<file path="src/rtl/i2c_master_arbiter.sv">
// -----------------------------------------------------------------------------
// i2c_master_arbiter
//
// Shares one I2C write engine (I2C_master) between NUM_REQ requesters.
// A round-robin pointer picks the next requester, the winner's slave address,
// register address and write data are latched into registered m_* outputs,
// and the start/ready handshake with the master is sequenced by an FSM:
//
//   IDLE -> LOAD -> ISSUE -> BUSY -> DONE -> IDLE
//
// The block runs in the I2C_master clock domain and shares its reset.
//
// Parameters
//   NUM_REQ      number of requesters (2..8)
//   TIMEOUT_CYC  watchdog limit in clk cycles (used with I2C_ARB_TIMEOUT_EN)
//
// Optional feature
//   `define I2C_ARB_TIMEOUT_EN  adds a watchdog over ISSUE/BUSY; on expiry the
//   owner gets an err pulse instead of done and the arbiter returns to IDLE.
//   Without it, err is tied to 0 and the arbiter waits on m_ready forever.
//
// Ports
//   clk       in   single clock, same as I2C_master
//   reset     in   synchronous, active-high
//   req       in   [NUM_REQ]     level requests, held until done/err
//   req_addr  in   [7*NUM_REQ]   7-bit slave address per requester
//   req_sub   in   [8*NUM_REQ]   register (sub) address per requester
//   req_data  in   [8*NUM_REQ]   write data per requester
//   grant     out  [NUM_REQ]     one-hot current owner, 0 when idle
//   done      out  [NUM_REQ]     1-cycle completion pulse on owner's bit
//   err       out  [NUM_REQ]     1-cycle timeout pulse on owner's bit
//   m_start   out                start strobe to I2C_master
//   m_addr    out  [7]           latched slave address to I2C_master
//   m_sub     out  [8]           latched register address to I2C_master
//   m_data    out  [8]           latched write data to I2C_master
//   m_ready   in                 I2C_master idle indication
// -----------------------------------------------------------------------------
module i2c_master_arbiter #(
    parameter int NUM_REQ     = 4,
    parameter int TIMEOUT_CYC = 4096
) (
    input  logic                   clk,
    input  logic                   reset,
    input  logic [NUM_REQ-1:0]     req,
    input  logic [7*NUM_REQ-1:0]   req_addr,
    input  logic [8*NUM_REQ-1:0]   req_sub,
    input  logic [8*NUM_REQ-1:0]   req_data,
    output logic [NUM_REQ-1:0]     grant,
    output logic [NUM_REQ-1:0]     done,
    output logic [NUM_REQ-1:0]     err,
    output logic                   m_start,
    output logic [6:0]             m_addr,
    output logic [7:0]             m_sub,
    output logic [7:0]             m_data,
    input  logic                   m_ready
);

    localparam int PTR_W = (NUM_REQ > 1) ? $clog2(NUM_REQ) : 1;

    // Elaboration-time guard on the supported configuration range.
    if (NUM_REQ < 2 || NUM_REQ > 8 || TIMEOUT_CYC < 1) begin : g_bad_param
        $error("i2c_master_arbiter: NUM_REQ must be 2..8 and TIMEOUT_CYC >= 1");
    end

    typedef enum logic [2:0] {
        S_IDLE,
        S_LOAD,
        S_ISSUE,
        S_BUSY,
        S_DONE
    } state_t;

    state_t           state;
    logic [PTR_W-1:0] ptr;      // highest-priority requester for next arbitration
    logic [PTR_W-1:0] owner;    // index of the current grant holder
    logic [PTR_W-1:0] win_idx;
    logic             win_found;

    // First set request bit at or after p, wrapping modulo NUM_REQ.
    // Returns {found, index}.
    function automatic logic [PTR_W:0] rr_pick(input logic [NUM_REQ-1:0] r,
                                               input logic [PTR_W-1:0]   p);
        int   idx;
        logic found;
        found   = 1'b0;
        rr_pick = '0;
        for (int i = 0; i < NUM_REQ; i++) begin
            idx = int'(p) + i;
            if (idx >= NUM_REQ) idx = idx - NUM_REQ;
            if (!found && r[idx]) begin
                found   = 1'b1;
                rr_pick = {1'b1, idx[PTR_W-1:0]};
            end
        end
    endfunction

    function automatic logic [PTR_W-1:0] next_ptr(input logic [PTR_W-1:0] o);
        return (int'(o) == NUM_REQ - 1) ? '0 : o + PTR_W'(1);
    endfunction

    assign {win_found, win_idx} = rr_pick(req, ptr);

`ifdef I2C_ARB_TIMEOUT_EN
    localparam int CNT_W = $clog2(TIMEOUT_CYC + 1);

    logic [CNT_W-1:0] wd_cnt;
    logic             wd_expired;

    // wd_cnt is 0 in the first ISSUE cycle, so hitting TIMEOUT_CYC-1 here
    // means the TIMEOUT_CYC-th cycle spent in ISSUE/BUSY.
    assign wd_expired = (wd_cnt == CNT_W'(TIMEOUT_CYC - 1));
`else
    assign err = '0;
`endif

    // NOTE: all state and registered outputs use non-blocking assignments so
    // every branch below sees the pre-edge values of state, grant and owner.
    always_ff @(posedge clk) begin
        if (reset) begin
            state   <= S_IDLE;
            ptr     <= '0;
            owner   <= '0;
            grant   <= '0;
            done    <= '0;
            m_start <= 1'b0;
            m_addr  <= '0;
            m_sub   <= '0;
            m_data  <= '0;
`ifdef I2C_ARB_TIMEOUT_EN
            err     <= '0;
            wd_cnt  <= '0;
`endif
        end else begin
            // done/err are single-cycle pulses; only a transition re-arms them.
            done <= '0;
`ifdef I2C_ARB_TIMEOUT_EN
            err  <= '0;
`endif
            case (state)
                S_IDLE: begin
                    if (win_found && m_ready) begin
                        grant  <= NUM_REQ'(1) << win_idx;
                        owner  <= win_idx;
                        m_addr <= req_addr[7*int'(win_idx) +: 7];
                        m_sub  <= req_sub[8*int'(win_idx) +: 8];
                        m_data <= req_data[8*int'(win_idx) +: 8];
                        state  <= S_LOAD;
                    end
                end

                // Gives the master one cycle of stable m_* before start.
                S_LOAD: begin
                    m_start <= 1'b1;
                    state   <= S_ISSUE;
`ifdef I2C_ARB_TIMEOUT_EN
                    wd_cnt  <= '0;
`endif
                end

                // Master signals acceptance by dropping ready.
                S_ISSUE: begin
                    if (!m_ready) begin
                        m_start <= 1'b0;
                        state   <= S_BUSY;
                    end
                end

                S_BUSY: begin
                    if (m_ready) begin
                        done  <= grant;
                        grant <= '0;
                        ptr   <= next_ptr(owner);
                        state <= S_DONE;
                    end
                end

                // done is high during this cycle; arbitration resumes in IDLE.
                S_DONE: begin
                    state <= S_IDLE;
                end

                default: begin
                    state <= S_IDLE;
                end
            endcase

`ifdef I2C_ARB_TIMEOUT_EN
            // Placed after the case so an expiry overrides any progress the
            // case scheduled in the same cycle (last non-blocking write wins).
            if (state == S_ISSUE || state == S_BUSY) begin
                wd_cnt <= wd_cnt + CNT_W'(1);
                if (wd_expired) begin
                    err     <= grant;
                    done    <= '0;
                    grant   <= '0;
                    m_start <= 1'b0;
                    ptr     <= next_ptr(owner);
                    state   <= S_IDLE;
                end
            end
`endif
        end
    end

endmodule

</file>
<file path="config.mk">
export PLATFORM = sky130hd
export DESIGN_NAME = i2c_master_arbiter
export DESIGN_NICKNAME = d
export VERILOG_FILES = /design/src/rtl/i2c_master_arbiter.sv
export SDC_FILE = /design/constraint.sdc
export NUM_CORES = 1
export LEC_CHECK = 0
export BUFFER_PORTS_ARGS = -buffer_cell sky130_fd_sc_hd__buf_2
export CAP_MARGIN = 40
export CORE_MARGIN = 2
export CORE_UTILIZATION = 40
export CTS_CLUSTER_DIAMETER = 200
export DETAILED_ROUTE_END_ITERATION = 12
export PLACE_DENSITY_LB_ADDON = 0.05
export SLEW_MARGIN = 15
export SYNTH_ARGS = -nofsm -noshare
export SYNTH_HDL_FRONTEND = slang
export SYNTH_SLANG_ARGS = --single-unit
</file>
<file path="constraint.sdc">
create_clock -name clk -period 1.55 [get_ports clk]
set_input_delay 0.31 -clock clk [delete_from_list [all_inputs] [get_ports clk]]
set_output_delay 0.31 -clock clk [all_outputs]
set_load 0.05 [all_outputs]
</file>
-- Yosys cells after proc, flatten, opt, wreduce, memory -nomap -nowiden
Index checks and enable logic that the tools add are counted.
- output and inout port bits: 36
- word-level logic and storage cells: 88
- register bits after elaboration: 39
- input port bits: 99
- shifts and indexed selects: 4
- magnitude comparators: 8
- bitwise operators: 2
- multipliers: 1
- equal/unequal tests: 7
- reduce and logical (&&, ||, !) cells: 16
- mux-type cells: 33
- add/sub/neg operators: 8
- operator list (operator ; count):
    $lt 32x4->1 const B ; 4
    $mux 32 ; 4
    $shiftx 32x6->8 ; 2
    $shiftx 28x6->7 ; 1
    $mux 3 ; 7
    $mux 1 ; 12
    $pmux 3 s4 ; 1
    $sub 3x3->4 const B ; 3
    $ge 3x3->1 const B ; 3
    $bmux 1 s2 ; 4
    $mux 4 ; 2
    $pmux 4 s2 ; 1
    $add 2x2->3 const B ; 2
    $eq 3x2->1 const B ; 2
    $ne 2x2->1 const B ; 3
    $reduce_and 2->1 ; 3
    $reduce_and 3->1 ; 2
    $mul 3x2->5 const A ; 1
    $logic_and 1x1->1 ; 4
    $reduce_bool 2->1 ; 2
    $shl 1x2->4 const A ; 1
    $sub 2x3->4 const B ; 1
    $add 2x1->3 const B ; 1
    $eq 3x1->1 const B ; 1
    9 further kinds ; 12

-- Depth between registers and ports, before layout
Gate-level depths: netlist (run 1).
- depth in word-level cells: 18
- depth in mapped cells: 8

-- Worst setup path before layout (run 1)
Ideal clock, no wire load.
- path kind: in2reg
- from: in req[3]
- to: reg m_sub[4]
- stages on the path: 8
- slack: -0.153 ns
- required time: 1.413 ns
- arrival time: 1.566 ns
- setup time: 0.137 ns
- path through: buf_2 -> or4_4 -> nand3_2 -> nor2_1 -> buf_2 -> clkbuf_1 -> nor2_1 -> a211oi_1
- longest elaborated chain between the ends: 15
- elaborated cells on any way between the ends: 28
- ends and longest elaborated chain (item ; line ; text):
    start: declaration ; 44 ; input logic [NUM_REQ-1:0] req,
    $bmux 1 s2 ; 90 ; if (!found && r[idx]) begin
    $mux 1 (implied by the code) (2 in a row) ; 90 ;
    $mux 1 ; 90 ;
    $logic_not 1->1 ; 90 ;
    $logic_and 1x1->1 ; 90 ;
    $mux 1 ; 90 ;
    $logic_not 1->1 ; 90 ;
    $logic_and 1x1->1 ; 90 ;
    $mux 1 ; 90 ;
    $logic_not 1->1 ; 90 ;
    $logic_and 1x1->1 ; 90 ;
    $mux 3 (*) ; 90 ;
    parallel branches: the longest is 2 deep, another holds $shiftx 32x6->8 ; -- ;
    end signal: assignment ; 145 ; m_sub <= req_sub[8*int'(win_idx) +: 8];
    end: declaration ; 53 ; output logic [7:0] m_sub,
Every way passes the cells marked *. The select of a mux whose other input is x is not followed.
A chain may end at the register's enable or synchronous reset.

-- Worst setup path in the final report (run 1)
- from: reg ptr[1]
- to: reg m_data[1]
- longest elaborated chain between the ends: 17
- elaborated cells on any way between the ends: 43
- ends and longest elaborated chain (item ; line ; text):
    start: declaration ; 74 ; logic [PTR_W-1:0] ptr;
    start signal: assignment ; 172 ; ptr <= next_ptr(owner);
    parallel branches: the longest is 14 deep, another holds $sub 3x3->4 ; -- ;
    $mux 3 (*) ; 90 ;
    parallel branches: the longest is 2 deep, another holds $shiftx 32x6->8 ; -- ;
    end signal: assignment ; 146 ; m_data <= req_data[8*int'(win_idx) +: 8];
    end: declaration ; 54 ; output logic [7:0] m_data,
Marks and branches as above.

==> results of run 1 <==
cell families after synthesis:
logic type | Yosys count | synth area share, %
muxes | 1 | 0.413
adders and majority gates | 1 | 0.516
DFF | 39 | 32.2
and+or+nand+nor | 92 | 21.4
AOI/OAI and AO/OA | 118 | 35.8
buffers and inverters | 41 | 9.40
other | 1 | 0.155
routing by layer:
metal	wire length, microns	up-vias	part of all wire [%]	GRT usage, %
li1	-	1420	-	-
met1	3730	1412	42	29.3
met2	4450	122	50	38.8
met3	479	18	5.4	4.29
met4	154	0	1.7	6.17
met5	0	-	0	0
cell usage after synthesis, types with 2 or more instances:
cell type and number:
o31a_1 20, nor2_1 33, o31ai_1 4, nand2_1 11
nand2b_1 4, a221oi_1 23, nor2b_1 3, a211oi_2 3
buf_4 5, o21ai_0 20, clkbuf_1 15, a21o_1 6
nand4_1 5, nand3_1 4, a211oi_1 22, dfxtp_1 39
a21oi_1 13, inv_1 2, o21ai_1 4, buf_2 16
o221a_2 2, and2_1 5, and4_1 19, nor3_1 2
final timing paths:
check | cells after the start | start | end
setup / recovery | 7 | ptr[1] | m_data[1]
setup reg to reg | 7 | ptr[1] | m_data[1]
hold / removal | 2 | reset | state[2]
hold reg to reg | 2 | owner[1] | owner[1]
registers in the layout (all words and copies together) (netlist names):
register and count:
done 4, grant 4, m_addr 7, m_data 8
m_start 1, m_sub 8, owner 2, ptr 2
state 3
layout make-up:
type                            instances  area share (%)
Multi-Input combinational cell        216            45.3
Timing Repair Buffer                  176            29.5
Sequential cell                        39            20.3
Tap cell                               75            2.42
Clock buffer                            6            2.13
Inverter                                2           0.194
Clock inverter                          1           0.129
through the flow:
step | std cells | setup TNS (ps) | power (W) | cell area (sq um) | setup slack (ps)
6_report | 515 | -14.1 | 0.00310 | 3880 | -10.5
5_1_grt | 515 | -370 | 0.00325 | 3880 | -46.5
4_1_cts | 505 | 0 | 0.00293 | 3430 | 0.595
3_5_place_dp | 498 | -3320 | 0.00221 | 3330 | -221
3_3_place_gp | 498 | -2640 | 0.00220 | 3330 | -145
2_1_floorplan | 296 | -1540 | 0.00186 | 2460 | -94.1
worst max-delay path, stage by stage, from the launching register on:
cell and delay, ps:
dfxtp_4 390, buf_4 120, inv_2 50, a21oi_1 180
o21ai_0 130, buf_4 190, a221oi_2 280, a211oi_2 100
report_power, final:
| group | switching (W) | internal, W | total, W |
|---|---|---|---|
| clock network | 0.000372 | 0.000350 | 0.000722 |
| registers | 0.0000457 | 0.00108 | 0.00113 |
| logic | 0.000758 | 0.000491 | 0.00125 |
| total | 0.00118 | 0.00192 | 0.00310 |
repair_timing:
| action | 4_1_cts | 5_1_grt |
|---|---|---|
| pin swaps | 1 | 26 |
| gates resized for setup | 14 | 67 |
| endpoints found under the hold margin | 0 | 0 |
| setup endpoints to repair | 23 | 23 |
| gates cloned | 0 | 5 |
| setup buffers | 0 | 5 |
| hold buffers | 0 | 0 |
==> results.toml, run 1 <==
[run_status]
status = "finished, violations left"
violations = "setup timing"

[worst_setup_path]
worstSetupStartpointType = "flip-flop"
rrSetupSlack_ps = -10
crit_type = "flip-flop to flip-flop"
crit_arrival_ps = 1740
required_ps = 1730
crit_fanout = 8
cp-end-kind = "flip-flop"

[place]
dp_hpwl_mm = 5.81
numPortBuffers = 130
gp_congestion = 0.870

[yosys]
ys_types = 37
seq_area_frac_synth_pct = 32.2
synth-main-ff-cell = "dfxtp_1"
synth.avg_cell_area_sq_um = 8.27
syn_area_sq_um = 2420
yosys_warnings = 0
synthArstFlopShare_pct = 0
ys_seq_elements = 39
syn-instance-count = 293
synth_largest_area_cell = "dfxtp_1"
synth_top_area_share_pct = 32.2
synth_edf_count = 0
synth.area.top_cells = "dfxtp_1, a221oi_1, o31a_1, and4_1, a211oi_1"

[sta]
final.setup.worst_slack_ps = -10.5
finalSetupViolCount = 3
rsz0062_at_grt = "true"
fin_hold_ws_ps = 260
maxSlewViolCount = 0
finalCritPeriodShare_pct = 101
final_hold_viol_count = 0
clock_skew_ps = 6.56
fin_crit_ps = 1560
max_freq_mhz = 641

[final_layout]
multi_input_area_sq_um = 1760
fillers = 519
antenna_cells = 0
layout-drive-gt1-share_pct = 54.3
syn2layout_area_growth_pct = 60.1
fin_nets = 540
mostFrequentLayoutCells = "buf_2, dfxtp_1, nor2_1, buf_4, o31a_1"
postLayoutCoreUtil_pct = 65.9
seqCellArea_sq_um = 788
layout_commonest_cell = "buf_2"

[clock_tree]
cts_max_level = 2
ctsRootBufferMaster = "clkbuf_8"
clock_path_buffers = 2
clk_latency_ps = 300
clkTransAtPathRegs_ps = 80
cts_tree = "built"
cts_buffers = 5
clkSinkCount = 39

[floorplanning]
coreArea_sq_um = 5890
dieWidth_microns = 81.8
io_pins = 135
start_util_pct = 41.2
fp.dieH_microns = 81.8
rows = 28
dieArea_sq_um = 6690

[min_path]
hp-class = "primary input to flip-flop"

[routing]
drc = 0
vias_per_cell = 5.77
dr.pass1.iters = 4
vias = 2972
ant_nets = 0
wl_mm = 8.82
initialDrtViolationCount = 160
detail_route.wl_per_cell_microns = 17.1

[global_route]
overflow = 0
grt_pass1_wl_mm = 11.7
antenna_found_initial = 0
grt_max_degree = 25
grt_pass1_vias = 2499
grt_usage_pct = 22.7

[power]
powerDensity_nw_per_um2 = 799
peakVddDrop_v = 0.000500
p_leak_nw = 1.72

[run]
cap_violations = 0
(Power assumes the default switching activity.)
==> inputs of run 2 (changes only) <==
==> constraint.sdc (replaced) <==
create_clock -name clk -period 1.3 [get_ports clk]
set_input_delay 0.26 -clock clk [delete_from_list [all_inputs] [get_ports clk]]
set_output_delay 0.26 -clock clk [all_outputs]
set_load 0.05 [all_outputs]
==> run 2 against run 1 <==
Effect of this change: the run still ends with setup timing left; setup slack got worse by 230 ps; sequential power rose by 19%; final cell count fell by 0.19%; non-clock buffer count fell by 3; core utilization fell by 0.91 points; sequential cell count did not move; first-iteration DRC count fell by 1.9%; wire length rose by 1.2%; largest cell class unchanged.
==> results.toml, run 2 (synthesis results as in run 1) <==
[sta]
rsz0062_at_grt = "true"
fin_hold_ws_ps = 206
max_freq_mhz = 649
finalSetupViolCount = 27
finalCritPeriodShare_pct = 119
maxSlewViolCount = 0
final_hold_viol_count = 0
final.setup.worst_slack_ps = -241
fin_crit_ps = 1540
clock_skew_ps = 4.76

[final_layout]
antenna_cells = 0
mostFrequentLayoutCells = "buf_2, dfxtp_1, nor2_1, buf_4, a211oi_1"
layout-drive-gt1-share_pct = 53.1
fin_nets = 538
fin_cells = 514
fillers = 521
layout_commonest_cell = "buf_2"
syn2layout_area_growth_pct = 57.9
top_regs = "m_data (8), m_sub (8), m_addr (7)"

[power]
combPwrFrac_pct = 37.2
p_int_w = 0.00247
powerDensity_nw_per_um2 = 1010
peakVddDrop_v = 0.000585
p_leak_nw = 1.71
clkPwrFrac_pct = 27.9
switchingPower_w = 0.00139
p_seq_share_pct = 34.8
switching_share_pct = 36.0

[worst_setup_path]
crit_arrival_ps = 1770
cp_slowest_cell = "dfxtp_4"
crit_type = "flip-flop to flip-flop"
required_ps = 1530
cp_cell_sequence = "nand2b_4, a21oi_4, buf_2, o31a_1, o21ai_1, a211oi_2"
critPathBufInv = 1
worstSetupStartpointType = "flip-flop"
crit_start = "ptr[1]"
max_stage_delay_ps = 380
cp_top_family = "compound AO/OA/AOI/OAI gates"
cp-end-kind = "flip-flop"
r2r_start = "ptr[1]"
crit_fanout = 9

[floorplanning]
io_pins = 135
dieWidth_microns = 81.8
rows = 28
dieArea_sq_um = 6690
fp.dieH_microns = 81.8
coreArea_sq_um = 5890
start_util_pct = 41.2

[run_status]
violations = "setup timing"
status = "finished, violations left"

[global_route]
grt_usage_pct = 25.4
grt_max_degree = 25
grtUsageMet3_pct = 5.49
grt_use_met2_pct = 43.3
grt.busiest_layer = "met2"
antenna_found_initial = 0
use_met1_pct = 31.5
grt_pass1_wl_mm = 13.0
overflow = 0
grt_pass1_vias = 2743

[routing]
detail_route.wl_per_cell_microns = 17.4
wl_mm = 8.92
vias_per_cell = 5.73
vias = 2944
ant_nets = 0
drc = 0
initialDrtViolationCount = 157
dr.pass1.iters = 4

[clock_tree]
clkSinkCount = 39
clock_path_buffers = 2
cts_buffers = 5
clkTransAtPathRegs_ps = 80
ctsRootBufferMaster = "clkbuf_8"
cts_tree = "built"
clk_latency_ps = 300
cts_max_level = 2

[place]
dp_hpwl_mm = 5.97
place_inst = 502
gp_congestion = 0.807
numPortBuffers = 130

[run]
cap_violations = 0

[min_path]
min_from = "reset"
hp-class = "primary input to flip-flop"
run 2: final cells by class:
cell class | instances | area (sq um) | share of cell area (%)
clock inverter | 2 | 35.0 | 0.916
tap | 75 | 93.8 | 2.45
timing repair buffer | 173 | 1100 | 28.8
multi-input combinational | 217 | 1710 | 44.8
inverter | 2 | 7.51 | 0.196
sequential | 39 | 790 | 20.6
clock buffer | 6 | 82.6 | 2.16
run 2: what timing repair did:
| action | 4_1_cts | 5_1_grt |
|---|---|---|
| buffers inserted | 0 | 1 |
| cloned | 1 | 2 |
| pin swaps | 1 | 6 |
| gates resized for setup | 51 | 26 |
| endpoints found under the setup margin | 30 | 35 |
| hold buffers | 0 | 0 |
run 2: final timing paths:
path	slack, ps	end	cells after the start
setup / recovery	-240	m_data[2]	6
hold / removal	210	state[2]	2
setup reg to reg	-240	m_data[2]	6
hold reg to reg	480	grant[1]	2
run 2: per-layer routing:
layer / share of wire, % / wire length (microns)
met5: 0 / 0
met4: 1.2 / 108
met3: 7.1 / 634
met2: 49 / 4370
met1: 43 / 3810
run 2: power groups by stage:
| stage | clock network [W] | registers (W) | logic, W |
|---|---|---|---|
| 3_5_place_dp | 0 | 0.00137 | 0.00127 |
| 5_1_grt | 0.00116 | 0.00136 | 0.00153 |
| 3_3_place_gp | 0 | 0.00137 | 0.00126 |
| 2_1_floorplan | 0 | 0.00168 | 0.000530 |
| 4_1_cts | 0.00110 | 0.00135 | 0.00136 |
| 6_report | 0.00108 | 0.00135 | 0.00144 |
run 2: worst reg2reg max path, stage by stage, from the launching register on:
cell      delay [ps]
dfxtp_4          380
nand2b_4         160
a21oi_4          210
buf_2            240
o31a_1           150
o21ai_1           80
a211oi_2         230
run 2: through the flow:
stage | setup slack, ps | cell area (sq um) | util [%] | total power (W) | TNS [ps]
after detailed placement | -409 | 3360 | 57.0 | 0.00264 | -9990
final | -241 | 3820 | 65.0 | 0.00386 | -5040
after global placement | -351 | 3360 | 57.0 | 0.00264 | -9100
after CTS | -228 | 3660 | 62.2 | 0.00380 | -4530
after floorplan | -294 | 2450 | - | 0.00221 | -7460
after global routing | -337 | 3820 | 65.0 | 0.00405 | -7320
